$ cat config.mk
export PLATFORM = sky130hd
export DESIGN_NAME = seg7_scan_driver
export DESIGN_NICKNAME = d
export VERILOG_FILES = /design/src/rtl/seg7_scan_driver.sv
export SDC_FILE = /design/constraint.sdc
export NUM_CORES = 1
export LEC_CHECK = 0
export CAP_MARGIN = 5
export CORE_ASPECT_RATIO = 1.1
export CORE_MARGIN = 2
export CORE_UTILIZATION = 50
export DETAILED_ROUTE_END_ITERATION = 6
export DONT_BUFFER_PORTS = 1
export PLACE_DENSITY = 0.76
export SLEW_MARGIN = 30
export SYNTH_ARGS = -nofsm -noshare
export SYNTH_HDL_FRONTEND = slang
export SYNTH_SLANG_ARGS = --single-unit
$ cat constraint.sdc
create_clock -name clk -period 2.38 [get_ports clk]
set_input_delay 0.714 -clock clk [delete_from_list [all_inputs] [get_ports clk]]
set_output_delay 0.714 -clock clk [all_outputs]
set_load 0.1 [all_outputs]
$ cat src/rtl/seg7_scan_driver.sv
// Time-multiplexed multi-digit 7-segment driver.
// Features: double-buffered value, per-digit decimal points, leading-zero blanking, anti-ghost dead time.
module seg7_scan_driver #(
  parameter int NUM_DIGITS       = 4,
  parameter int SCAN_DIV         = 50000,
  parameter int BLANK_CYC        = 500,
  parameter int DIGIT_ACTIVE_LOW = 1
) (
  input  logic                    clk,
  input  logic                    reset_n,
  input  logic [4*NUM_DIGITS-1:0] num,
  input  logic [NUM_DIGITS-1:0]   dp,
  input  logic                    load,
  input  logic                    blank_lz,
  output logic [7:0]              leds,
  output logic [NUM_DIGITS-1:0]   ct,
  output logic                    pending,
  output logic                    frame_done
);

  localparam int CW = (SCAN_DIV > 1) ? $clog2(SCAN_DIV) : 1;
  localparam int IW = (NUM_DIGITS > 1) ? $clog2(NUM_DIGITS) : 1;

  localparam logic [CW-1:0] CNT_LAST  = CW'(SCAN_DIV - 1);
  localparam logic [CW-1:0] CNT_BLANK = CW'(BLANK_CYC);
  localparam logic [IW-1:0] IDX_LAST  = IW'(NUM_DIGITS - 1);
  localparam logic [NUM_DIGITS-1:0] CT_OFF = {NUM_DIGITS{DIGIT_ACTIVE_LOW != 0}};

  if (NUM_DIGITS < 1 || NUM_DIGITS > 8) begin : g_bad_num_digits
    $error("seg7_scan_driver: NUM_DIGITS must be in 1..8");
  end
  if (SCAN_DIV < 2) begin : g_bad_scan_div
    $error("seg7_scan_driver: SCAN_DIV must be >= 2");
  end
  if (BLANK_CYC < 0 || BLANK_CYC >= SCAN_DIV) begin : g_bad_blank_cyc
    $error("seg7_scan_driver: BLANK_CYC must satisfy 0 <= BLANK_CYC < SCAN_DIV");
  end
  if (DIGIT_ACTIVE_LOW != 0 && DIGIT_ACTIVE_LOW != 1) begin : g_bad_polarity
    $error("seg7_scan_driver: DIGIT_ACTIVE_LOW must be 0 or 1");
  end

  logic [CW-1:0]           cnt;
  logic [IW-1:0]           idx;
  logic [4*NUM_DIGITS-1:0] disp_num;
  logic [NUM_DIGITS-1:0]   disp_dp;
  logic [4*NUM_DIGITS-1:0] pend_num;
  logic [NUM_DIGITS-1:0]   pend_dp;

  logic                    tick;
  logic                    swap;
  logic                    slot_en;
  logic [3:0]              cur_nib;
  logic                    cur_dp;
  logic                    cur_blank;
  logic [NUM_DIGITS-1:0]   cur_sel;
  logic [7:0]              leds_next;
  logic [NUM_DIGITS-1:0]   ct_next;

  function automatic logic [6:0] seg7(input logic [3:0] nib);
    logic [6:0] s;
    case (nib)
      4'h0:    s = 7'h3F;
      4'h1:    s = 7'h06;
      4'h2:    s = 7'h5B;
      4'h3:    s = 7'h4F;
      4'h4:    s = 7'h66;
      4'h5:    s = 7'h6D;
      4'h6:    s = 7'h7D;
      4'h7:    s = 7'h07;
      4'h8:    s = 7'h7F;
      4'h9:    s = 7'h6F;
      4'hA:    s = 7'h77;
      4'hB:    s = 7'h7C;
      4'hC:    s = 7'h39;
      4'hD:    s = 7'h5E;
      4'hE:    s = 7'h79;
      default: s = 7'h71;
    endcase
    return s;
  endfunction

  assign tick    = (cnt == CNT_LAST);
  assign swap    = tick && (idx == IDX_LAST);
  assign slot_en = (cnt >= CNT_BLANK);

  // A digit is blank when it and every more-significant nibble is zero and it
  // carries no decimal point; digit 0 always shows so a zero value reads "0".
  always_comb begin
    cur_nib   = 4'h0;
    cur_dp    = 1'b0;
    cur_blank = 1'b0;
    cur_sel   = '0;
    for (int i = 0; i < NUM_DIGITS; i++) begin
      if (idx == IW'(i)) begin
        cur_nib    = disp_num[4*i +: 4];
        cur_dp     = disp_dp[i];
        cur_blank  = blank_lz && (i != 0) && ((disp_num >> (4*i)) == '0) && !disp_dp[i];
        cur_sel[i] = 1'b1;
      end
    end
  end

  always_comb begin
    leds_next = cur_blank ? 8'h00 : {cur_dp, seg7(cur_nib)};
    ct_next   = slot_en ? (cur_sel ^ CT_OFF) : CT_OFF;
  end

  always_ff @(posedge clk or negedge reset_n) begin
    if (!reset_n) begin
      cnt        <= '0;
      idx        <= '0;
      disp_num   <= '0;
      disp_dp    <= '0;
      pend_num   <= '0;
      pend_dp    <= '0;
      pending    <= 1'b0;
      frame_done <= 1'b0;
      leds       <= 8'h00;
      ct         <= CT_OFF;
    end else begin
      if (tick) begin
        cnt <= '0;
        idx <= (idx == IDX_LAST) ? '0 : idx + 1'b1;
      end else begin
        cnt <= cnt + 1'b1;
      end

      if (load) begin
        pend_num <= num;
        pend_dp  <= dp;
      end

      // The display buffer only changes at the frame wrap, so a frame never
      // mixes old and new digits; a load on the wrap cycle goes straight in.
      if (swap) begin
        disp_num <= load ? num : pend_num;
        disp_dp  <= load ? dp : pend_dp;
        pending  <= 1'b0;
      end else if (load) begin
        pending  <= 1'b1;
      end

      frame_done <= swap;
      leds       <= leds_next;
      ct         <= ct_next;
    end
  end

endmodule

==> metrics.csv <==
stage,metric,value,unit
global_routing,grt_overflow,0,
logic_synthesis,ys_seq_area_frac,0.5457,
sta,setup_slack,0.1906,ns
logic_synthesis,ys_types,45,
cells_and_area,multi_input_area,0.001408,mm²
placement,globalplace.congestion,0.7881,
cts,insertion_delay,0.35,ns
logic_synthesis,syn_area,0.003311,mm²
route,first_pass_iters,4,
sta,final.setup.tns,0,ns
global_routing,grt_pass1_vias,2099,
sta,tightest_slew,0.4902,ns
cts,clk_transition_reported_paths,0.08,ns
sta,clock_skew,0.01032,ns
cts,clock_sinks,72,
placement,place_ws,0.003187,ns
logic_synthesis,synth_cells,281,
logic_synthesis,yosysWarnings,0,
floorplan,die_y,89.34,µm
sta,relSlewSlack,0.6739,
outcome,status,"finished, final reports clean",
route,ant_nets,0,
cts,cts_max_level,3,
critical_path,crit_arrival,2.44,ns
route,drc,0,
placement,port_buffers,0,
sta,fmax,456.7,MHz
cts,ctsHoldBuffers,0,
cells_and_area,register_area,0.001807,mm²
cells_and_area,drive_above_1_share,0.2757,
cells_and_area,finalNonFillerCells,383,
sta,maxSlewViolCount,0,
floorplan,design.die.area,0.007289,mm²
cts,cts_tree,built,
cells_and_area,diodes,0,
critical_path,r2r-end,leds[1],
logic_synthesis,ys.flop_type,dfrtp_1,
run,maxCapViolations,0,
pwr,ir_worst_vdd,329.4,µV
critical_path,crit_required,2.63,ns
cts,cts_buffers,9,
logic_synthesis,syn_avg_cell_area,11.78,µm²
logic_synthesis,synth_top_area_cell,dfrtp_1,
cts,root_buffer,clkbuf_8,
placement,post-dp-hpwl,4.208,mm
route,vias_per_cell,5.470,
route,drtIter0Drc,173,
logic_synthesis,synth_most_common_cell,dfrtp_1,
critical_path,r2r_start,idx[0],
placement,numPlacedInstances,367,
floorplan,pin_count,38,
cts,clk_path_buf_depth,2,
logic_synthesis,synth_edf_count,0,
route,wl_per_cell,15.54,µm
pwr,finalPower,2.362,mW
route,wirelength,5.950,mm
cells_and_area,fin_nets,332,
floorplan,initial_core_util,0.5081,
critical_path,critPathMaxFanout,13,
sta,finalCritPeriodShare,0.9199,
global_routing,antenna_found_initial,0,
cells_and_area,fillCellCount,544,
min_path,min_path_type,in -> async,
critical_path,worst_setup_path_end_kind,register,
critical_path,ff2ff_setup_slack,0.19,ns
sta,setup_viol,0,
floorplan,num_rows,31,
sta,period_needed,2.189,ns
floorplan,core_area,0.006516,mm²
logic_synthesis,ys_ff_latch,72,
cells_and_area,area_growth,11.72,%
pwr,p_per_area,638.7,mW/mm²
logic_synthesis,async_flop_share,1.000,
logic_synthesis,synth.area.top_cells,"dfrtp_1, mux2_2, ha_1",
global_routing,grt_pass1_wl,10.19,mm
sta,whs,0.04452,ns
sta,hold_violations,0,
logic_synthesis,syn-num-nets,317,
logic_synthesis,synth_top_area_share,0.5140,
pwr,p_leak,1.669,nW
critical_path,worstRegToRegCells,6,
logic_synthesis,ys_top_cells_by_count,"dfrtp_1, mux2_2, nand2_1, nor2_1",
critical_path,startpoint_type,register,
floorplan,die_width,81.59,µm
global_routing,grt_usage,0.1885,
sta,rsz0062_at_grt,false,
route,vias,2095,
global_routing,grt_max_degree,73,
critical_path,path_class,reg -> reg,
## worst max-delay path, stage by stage (launching register included)
cell and delay, ns:
dfrtp_1 0.41, inv_1 0.12, ha_2 0.32, nand4bb_1 0.16, a41o_1 0.45, mux2_2 0.39
a211oi_1 0.24
## metrics by stage
step / instance area [µm²] / utilization
after global routing: 3699 / 0.5676
after CTS: 3684 / 0.5653
final: 3699 / 0.5676
after global placement: 3461 / 0.5311
after detailed placement: 3461 / 0.5311
after floorplan: 3311 / -
## flip-flops by register name, summed over array words and instances (netlist names), 2 cells and up
signal and cells:
cnt 16, ct 4, disp_dp 4, disp_num 16, idx 2, leds 8, pend_dp 4, pend_num 16
## layout make-up
| class | instances | area share |
|---|---|---|
| flip-flops and latches | 72 | 0.4885 |
| multi-input cells | 185 | 0.3806 |
| clock inverters | 7 | 0.02605 |
| well taps | 82 | 0.02774 |
| repair buffers | 15 | 0.03045 |
| clock buffers | 9 | 0.03349 |
| inverters | 13 | 0.01319 |
## power breakdown
group	leakage, nW	internal (mW)	switching [mW]
clock network	0.113	0.591	0.456
registers	0.885	1.26	0.00845
logic	0.670	0.0317	0.0184
## cell usage in the layout, fill, tap and decap left out, drive strengths merged, types with 2 or more instances in the layout
cell type,count
a211oi,2
a21oi,10
a221oi,2
a22oi,3
and3,3
buf,15
bufinv,2
clkbuf,9
clkinv,5
dfrtp,68
dfstp,4
ha,12
inv,13
mux2,39
nand2,21
nand3,11
nand3b,2
nand4,4
nor2,21
nor2b,4
nor3,6
nor4,6
o21ai,14
xnor2,6
xor2,6
## worst max-delay path by stage
| stage | start | to |
|---|---|---|
| 2_1_floorplan | idx[0] | leds[1] |
| 3_3_place_gp | idx[0] | leds[1] |
| 3_5_place_dp | idx[0] | leds[5] |
| 4_1_cts | idx[1] | leds[1] |
| 5_1_grt | idx[0] | leds[1] |
| 6_report | idx[0] | leds[1] |
## timing repair
action | 4_1_cts | 5_1_grt
setup endpoints to repair | 2 | 7
setup buffers | 0 | 0
resized for setup | 1 | 4
## layer usage
layer,vias to the layer above,global-route usage,part of all wire
met4,0,0.05455,0.0099
met1,1030,0.2254,0.42
met5,-,0,0
li1,1017,-,-
met3,6,0.06970,0.037
met2,42,0.3197,0.53
## cells by family after synthesis
family	after synthesis	synth area share
xor gates and xnor gates	12	0.03175
adders and majority gates	12	0.04535
muxes	39	0.1327
and+or+nand+nor	83	0.1368
AOI/OAI and AO/OA	39	0.07332
buffers and inverters	24	0.03439
DFF	72	0.5457
Note: power is estimated with default switching activity, not from simulation.
